### src/rtl/uart_mmio_periph_pkg.sv
// uart_mmio_periph_pkg
//   Shared definitions for the memory-mapped UART: default bit period
//   (100 MHz / 115200 baud) and the state encoding used by both the
//   transmit and receive FSMs.
package uart_mmio_periph_pkg;

    localparam int unsigned UART_CLKS_PER_BIT_DEFAULT = 868;

    typedef enum logic [1:0] {
        ST_IDLE  = 2'd0,
        ST_START = 2'd1,
        ST_DATA  = 2'd2,
        ST_STOP  = 2'd3
    } uart_state_t;

endpackage

### src/rtl/uart_rx_deser.sv
// uart_rx_deser
//   Receive path: 2-flop synchronizer, 8N1 deserializer FSM and one-cycle
//   commit / frame-error strobes.
// Ports
//   clk, rst       system clock, synchronous active-high reset
//   rxd            asynchronous serial input, idle high
//   rx_byte        assembled byte, stable from rx_commit until next frame
//   rx_commit      one-cycle pulse: good stop bit, rx_byte valid
//   rx_frame_err   one-cycle pulse: stop bit sampled low, byte dropped
module uart_rx_deser
    import uart_mmio_periph_pkg::*;
#(
    parameter int unsigned CLKS_PER_BIT = UART_CLKS_PER_BIT_DEFAULT
) (
    input  logic       clk,
    input  logic       rst,
    input  logic       rxd,
    output logic [7:0] rx_byte,
    output logic       rx_commit,
    output logic       rx_frame_err
);

    localparam logic [15:0] BIT_LAST  = 16'(CLKS_PER_BIT - 1);
    // Start bit is checked CLKS_PER_BIT/2 cycles after detection; later
    // samples are spaced a full bit apart from there.
    localparam logic [15:0] HALF_LAST = 16'(CLKS_PER_BIT / 2 - 1);

    logic        rxd_meta;
    logic        rxd_sync;
    uart_state_t state;
    logic [15:0] cnt;
    logic [2:0]  idx;

    always_ff @(posedge clk) begin
        if (rst) begin
            rxd_meta     <= 1'b1;
            rxd_sync     <= 1'b1;
            state        <= ST_IDLE;
            cnt          <= '0;
            idx          <= '0;
            rx_byte      <= '0;
            rx_commit    <= 1'b0;
            rx_frame_err <= 1'b0;
        end else begin
            rxd_meta     <= rxd;
            rxd_sync     <= rxd_meta;
            rx_commit    <= 1'b0;
            rx_frame_err <= 1'b0;
            case (state)
                ST_IDLE: begin
                    if (!rxd_sync) begin
                        state <= ST_START;
                        cnt   <= '0;
                    end
                end
                ST_START: begin
                    if (cnt == HALF_LAST) begin
                        cnt <= '0;
                        idx <= '0;
                        // Line back high at mid-start: treat as a glitch.
                        state <= rxd_sync ? ST_IDLE : ST_DATA;
                    end else begin
                        cnt <= cnt + 16'd1;
                    end
                end
                ST_DATA: begin
                    if (cnt == BIT_LAST) begin
                        cnt     <= '0;
                        rx_byte <= {rxd_sync, rx_byte[7:1]};
                        if (idx == 3'd7) begin
                            state <= ST_STOP;
                        end else begin
                            idx <= idx + 3'd1;
                        end
                    end else begin
                        cnt <= cnt + 16'd1;
                    end
                end
                ST_STOP: begin
                    if (cnt == BIT_LAST) begin
                        cnt   <= '0;
                        state <= ST_IDLE;
                        if (rxd_sync) begin
                            rx_commit <= 1'b1;
                        end else begin
                            rx_frame_err <= 1'b1;
                        end
                    end else begin
                        cnt <= cnt + 16'd1;
                    end
                end
                default: state <= ST_IDLE;
            endcase
        end
    end

endmodule

### src/rtl/uart_mmio_periph.sv
// uart_mmio_periph
//   8N1 UART for the core's MMIO window. Address decode lives in the core;
//   this block only sees the store/load strobes.
// Ports
//   clk, rst          system clock, synchronous active-high reset
//   tx_data_in        byte to send, sampled with tx_we_in
//   tx_we_in          transmit strobe (ignored while tx_busy_out)
//   tx_busy_out       transmitter occupied (status bit 1)
//   rx_re_in          read acknowledge for the holding register
//   rx_data_out       receive holding register
//   rx_valid_out      holding register unread (status bit 0)
//   uart_txd          serial out, idle high
//   uart_rxd          serial in, asynchronous, idle high
//   rx_overrun_out    sticky: unread byte overwritten
//   rx_frame_err_out  one-cycle pulse: bad stop bit
module uart_mmio_periph
    import uart_mmio_periph_pkg::*;
#(
    parameter int unsigned CLKS_PER_BIT = UART_CLKS_PER_BIT_DEFAULT
) (
    input  logic       clk,
    input  logic       rst,
    input  logic [7:0] tx_data_in,
    input  logic       tx_we_in,
    output logic       tx_busy_out,
    input  logic       rx_re_in,
    output logic [7:0] rx_data_out,
    output logic       rx_valid_out,
    output logic       uart_txd,
    input  logic       uart_rxd,
    output logic       rx_overrun_out,
    output logic       rx_frame_err_out
);

    localparam logic [15:0] BIT_LAST = 16'(CLKS_PER_BIT - 1);

    uart_state_t tx_state;
    logic [15:0] tx_cnt;
    logic [2:0]  tx_idx;
    logic [7:0]  tx_shift;

    logic [7:0]  rx_byte;
    logic        rx_commit;

    // uart_txd is registered and updated one state ahead so that each
    // state's line level appears on the first cycle of that state.
    always_ff @(posedge clk) begin
        if (rst) begin
            tx_state    <= ST_IDLE;
            tx_cnt      <= '0;
            tx_idx      <= '0;
            tx_shift    <= '0;
            uart_txd    <= 1'b1;
            tx_busy_out <= 1'b0;
        end else begin
            case (tx_state)
                ST_IDLE: begin
                    if (tx_we_in) begin
                        tx_shift    <= tx_data_in;
                        tx_cnt      <= '0;
                        tx_state    <= ST_START;
                        uart_txd    <= 1'b0;
                        tx_busy_out <= 1'b1;
                    end
                end
                ST_START: begin
                    if (tx_cnt == BIT_LAST) begin
                        tx_cnt   <= '0;
                        tx_idx   <= '0;
                        uart_txd <= tx_shift[0];
                        tx_shift <= {1'b0, tx_shift[7:1]};
                        tx_state <= ST_DATA;
                    end else begin
                        tx_cnt <= tx_cnt + 16'd1;
                    end
                end
                ST_DATA: begin
                    if (tx_cnt == BIT_LAST) begin
                        tx_cnt <= '0;
                        if (tx_idx == 3'd7) begin
                            uart_txd <= 1'b1;
                            tx_state <= ST_STOP;
                        end else begin
                            tx_idx   <= tx_idx + 3'd1;
                            uart_txd <= tx_shift[0];
                            tx_shift <= {1'b0, tx_shift[7:1]};
                        end
                    end else begin
                        tx_cnt <= tx_cnt + 16'd1;
                    end
                end
                ST_STOP: begin
                    if (tx_cnt == BIT_LAST) begin
                        tx_cnt      <= '0;
                        tx_state    <= ST_IDLE;
                        tx_busy_out <= 1'b0;
                    end else begin
                        tx_cnt <= tx_cnt + 16'd1;
                    end
                end
                default: tx_state <= ST_IDLE;
            endcase
        end
    end

    uart_rx_deser #(
        .CLKS_PER_BIT (CLKS_PER_BIT)
    ) u_rx (
        .clk          (clk),
        .rst          (rst),
        .rxd          (uart_rxd),
        .rx_byte      (rx_byte),
        .rx_commit    (rx_commit),
        .rx_frame_err (rx_frame_err_out)
    );

    // A commit always wins over a read in the same cycle.
    always_ff @(posedge clk) begin
        if (rst) begin
            rx_data_out    <= '0;
            rx_valid_out   <= 1'b0;
            rx_overrun_out <= 1'b0;
        end else if (rx_commit) begin
            rx_data_out  <= rx_byte;
            rx_valid_out <= 1'b1;
            if (rx_valid_out && !rx_re_in) begin
                rx_overrun_out <= 1'b1;
            end
        end else if (rx_re_in) begin
            rx_valid_out <= 1'b0;
        end
    end

endmodule
### config.mk
export PLATFORM = sky130hd
export DESIGN_NAME = uart_mmio_periph
export DESIGN_NICKNAME = d
export VERILOG_FILES = /design/src/rtl/uart_mmio_periph_pkg.sv /design/src/rtl/uart_rx_deser.sv /design/src/rtl/uart_mmio_periph.sv
export SDC_FILE = /design/constraint.sdc
export NUM_CORES = 1
export LEC_CHECK = 0
export CAP_MARGIN = 20
export CELL_PAD_IN_SITES_DETAIL_PLACEMENT = 0
export CELL_PAD_IN_SITES_GLOBAL_PLACEMENT = 1
export CORE_MARGIN = 2
export CORE_UTILIZATION = 45
export DETAILED_ROUTE_END_ITERATION = 7
export PLACE_DENSITY_LB_ADDON = 0.05
export SETUP_SLACK_MARGIN = 0.15
export SLEW_MARGIN = 20
export SYNTH_ARGS = -nofsm -noshare
export SYNTH_HDL_FRONTEND = slang
export SYNTH_SLANG_ARGS = --single-unit
### constraint.sdc
create_clock -name clk -period 2.31 [get_ports clk]
set_input_delay 0.462 -clock clk [delete_from_list [all_inputs] [get_ports clk]]
set_output_delay 0.462 -clock clk [all_outputs]
set_load 0.1 [all_outputs]
==> flow_metrics.tcl <==
set metrics [dict create \
    result_of_the_run "complete, no violations" \
    synth.net_count 462 \
    synth_top_area_cell "dfxtp_1" \
    number_of_remaining_drc_errors 0 \
    synthArstFlopShare 0 \
    timing_max_transition_violations_final 0 \
    cts_tree "yes" \
    post-route-worst-setup-slack_ns 0.228 \
    crit_fanout 5 \
    synth_edf_count 0 \
    period_minus_slack_ns 2.08 \
    power_frac_clock 0.285 \
    power.switching_mw 1.34 \
    hold_buffers 0 \
    ys_seq_area_frac 0.387 \
    ctsHtreeMaxLevel 3 \
    part_of_the_total_power_dissipated_in_sequential_elements 0.389 \
    critical_path.slowest_cell "or4b_1" \
    post_synth_inst_count 437 \
    worstPathRequired_ns 2.56 \
    syn-cell-area_mm2 0.00383 \
    die_height_um 96.3 \
    clkTransAtPathRegs_ns 0.08 \
    first_global_vias 2886 \
    dr.pass1.iters 4 \
    number_of_antenna_violations_at_the_first_check_in_global_routing 0 \
    gp_congestion 0.771 \
    root_driver "clkbuf_8" \
    dr_total_vias 3267 \
    crit_path_cell_trace "ha_4, or4b_1, nor3_2, buf_4, a21oi_1, or4_1, o211a_1" \
    filler_cell_count 773 \
    drtIter0Drc 131 \
    floorplan.core_area_mm2 0.00822 \
    max-vdd-ir-drop_mv 0.408 \
    slowest_delay_ns 0.45 \
    ctsLongestPathBuffers 2 \
    synth_top_area_share 0.387 \
    combinationalPowerShare 0.326 \
    whs_ns 0.411 \
    num_io_pins 26 \
    via_per_inst 5.63 \
    fmax_mhz 480 \
    timing.setup.critical_path_class "flip-flop to flip-flop" \
    regArea_mm2 0.00149 \
    dp_worst_setup_slack_ns 0.0466 \
    cp_data_arrival_time_ns 2.33 \
    synth_top_family_by_area "simple AND/OR/NAND/NOR gates" \
    rsz_0062_raised_after_global_routing "yes" \
    cell_internal_pwr_mw 2.38 \
    finish.net_count 495 \
    global_route_wire_length_before_repair_um 13900 \
    n_antenna_cell 0 \
    drive_gt1_frac 0.177 \
    worst_pin_slew_ns 0.639 \
    power.share.switching 0.360 \
    max_cap_viol_count 0 \
    top_area_cells_in_the_synthesized_netlist "dfxtp_1 (39%), mux2i_1 (5.7%), nor2_1 (4.3%), ha_1 (3.9%), a21oi_1 (3.1%)" \
    multiInputGateArea_mm2 0.00219 \
    drtAntennaViolNets 0 \
    synth_seq_cells 74 \
    synth-warning-count 0 \
    area_share_of_xor_xnor_cells_in_the_synthesized_design 0.00686 \
    worst_clock_skew_ns 0.0121 \
    syn_area_cell_um2 8.76 \
    synth-compound-area-share 0.176 \
    clkLatencyLatePin_ns 0.36 \
    routed_wire_length_per_instance_um 14.5 \
    die_area_mm2 0.00927 \
    post_synth_mux_area_share 0.0810 \
    synth.distinct_cells 64 \
    lkg_pwr_nw 1.59 \
    worst_setup_path_start_kind "flip-flop" \
    final.setup.tns_ns 0 \
    initial_utilization 0.466 \
    synthAdderAreaFrac 0.0392 \
    synth_flop_cell "dfxtp_1" \
    hold_path.class "flip-flop to flip-flop" \
    io_buffer_count 25 \
    grt_max_degree 39 \
    period_utilisation_layout 0.901 \
    global_route.usage.total 0.192 \
    floorplan.die.width_um 96.3 \
    tritoncts_num_sinks 74 \
    cts_inserted_buffers 9 \
    yosys.area_share.simple 0.253 \
    pwr_density_cell_mw_per_mm2 831 \
    critical_path.endpoint_type "flip-flop" \
    hpwl_um 5600 \
    setup_viol_count_final 0 \
    final_hold_violating_endpoints 0 \
    rows 33 \
    syn_to_final_growth_pct 16.9 \
    totalWireLength_um 8390 \
    grt_overflow 0 \
    slew_headroom 0.571 \
]
per-stage QoR:
step | cell area [µm²] | utilization | std cells | total power, mW
final | 4480 | 0.545 | 580 | 3.72
after global routing | 4480 | 0.545 | 580 | 3.96
after CTS | 4420 | 0.538 | 577 | 3.72
after detailed placement | 4160 | 0.506 | 558 | 2.62
after global placement | 4160 | 0.506 | 558 | 2.61
after floorplan | 3830 | - | 437 | 2.39
area by class of cell:
cell class / instances / area share
sequential: 74 / 0.332
multi-input combinational: 318 / 0.490
clock inverter: 7 / 0.0184
clock buffer: 9 / 0.0277
inverter: 19 / 0.0159
timing repair buffer: 48 / 0.0861
tap: 105 / 0.0293
routing by layer:
layer,part of all wire,global-route usage
met1,0.49,0.265
met2,0.45,0.295
met3,0.042,0.0313
met4,0.017,0.0786
met5,0,0
cells in the mapped netlist (5+ instances only):
cell type	n
nand3b_1	7
a211oi_1	16
nand2b_1	10
and3_1	10
clkbuf_1	16
or3_1	6
or4_1	6
a31oi_1	13
inv_1	19
dfxtp_1	74
a311oi_1	9
a21oi_1	24
nand4_1	9
o21ai_0	13
ha_1	12
nor2_1	44
nor3_1	6
nand3_1	16
mux2_2	8
nand2_1	27
mux2i_1	22
and2_1	5
kinds of logic after synthesis:
kind of cell             Yosys count
AND/OR/NAND/NOR                  174
AO/OA/AOI/OAI                     99
flip-flops                        74
buffers and inverters             45
multiplexers                      30
adder cells (fa/ha/maj)           12
XOR/XNOR                           3
worst max-delay path, delay by kind of cell (launching register included):
family | cells | cell delay (ns)
buffers and inverters | 1 | 0.19
adders and majority gates | 1 | 0.14
DFF | 1 | 0.37
and+or+nand+nor | 3 | 1.04
AOI/OAI and AO/OA | 2 | 0.23
path summary, 6_finish.rpt:
path | startpoint | to | slack (ns) | cells after the start
max reg2reg | tx_cnt[1]$_SDFFE_PP0P_ | tx_state[0]$_SDFFE_PP0P_ | 0.23 | 7
max | tx_cnt[1]$_SDFFE_PP0P_ | tx_state[0]$_SDFFE_PP0P_ | 0.23 | 7
min | u_rx.rxd_meta$_SDFF_PP1_ | u_rx.rxd_sync$_SDFF_PP1_ | 0.41 | 1
min reg2reg | u_rx.rxd_meta$_SDFF_PP1_ | u_rx.rxd_sync$_SDFF_PP1_ | 0.41 | 1
state kept, by name, summed over array words and instances, names as in the netlist, named ones only:
register,cells
tx_busy_out,1
u_rx.rx_byte,8
uart_txd,1
tx_state,2
u_rx.idx,3
u_rx.state,1
rx_overrun_out,1
rx_valid_out,1
tx_idx,3
u_rx.cnt,16
u_rx.rxd_sync,1
u_rx.rxd_meta,1
u_rx.rx_frame_err,1
rx_data_out,8
tx_cnt,16
u_rx.rx_commit,1
tx_shift,8
placed cells by master (no fill, tap or decap), types with 14 or more instances in the layout:
master and count:
a211oi_1 14, a21oi_1 24, buf_4 36, dfxtp_1 71
inv_1 19, mux2i_1 22, nand2_1 27, nand3_1 16
nor2_1 44
power groups by stage:
| stage | clock, mW | sequential, mW | combinational, mW |
|---|---|---|---|
| after floorplan | 0 | 1.55 | 0.839 |
| after detailed placement | 0 | 1.47 | 1.14 |
| after CTS | 1.08 | 1.45 | 1.19 |
| after global placement | 0 | 1.47 | 1.14 |
| after global routing | 1.14 | 1.46 | 1.35 |
| final | 1.06 | 1.45 | 1.21 |
what timing repair did:
| action | 4_1_cts | 5_1_grt |
|---|---|---|
| gates resized for setup | 7 | 7 |
| buffers inserted | 3 | 3 |
| setup endpoints to repair | 20 | 30 |
| gates cloned | 0 | 0 |
| pin swaps | 1 | 2 |
Note: power is estimated with default switching activity, not from simulation.
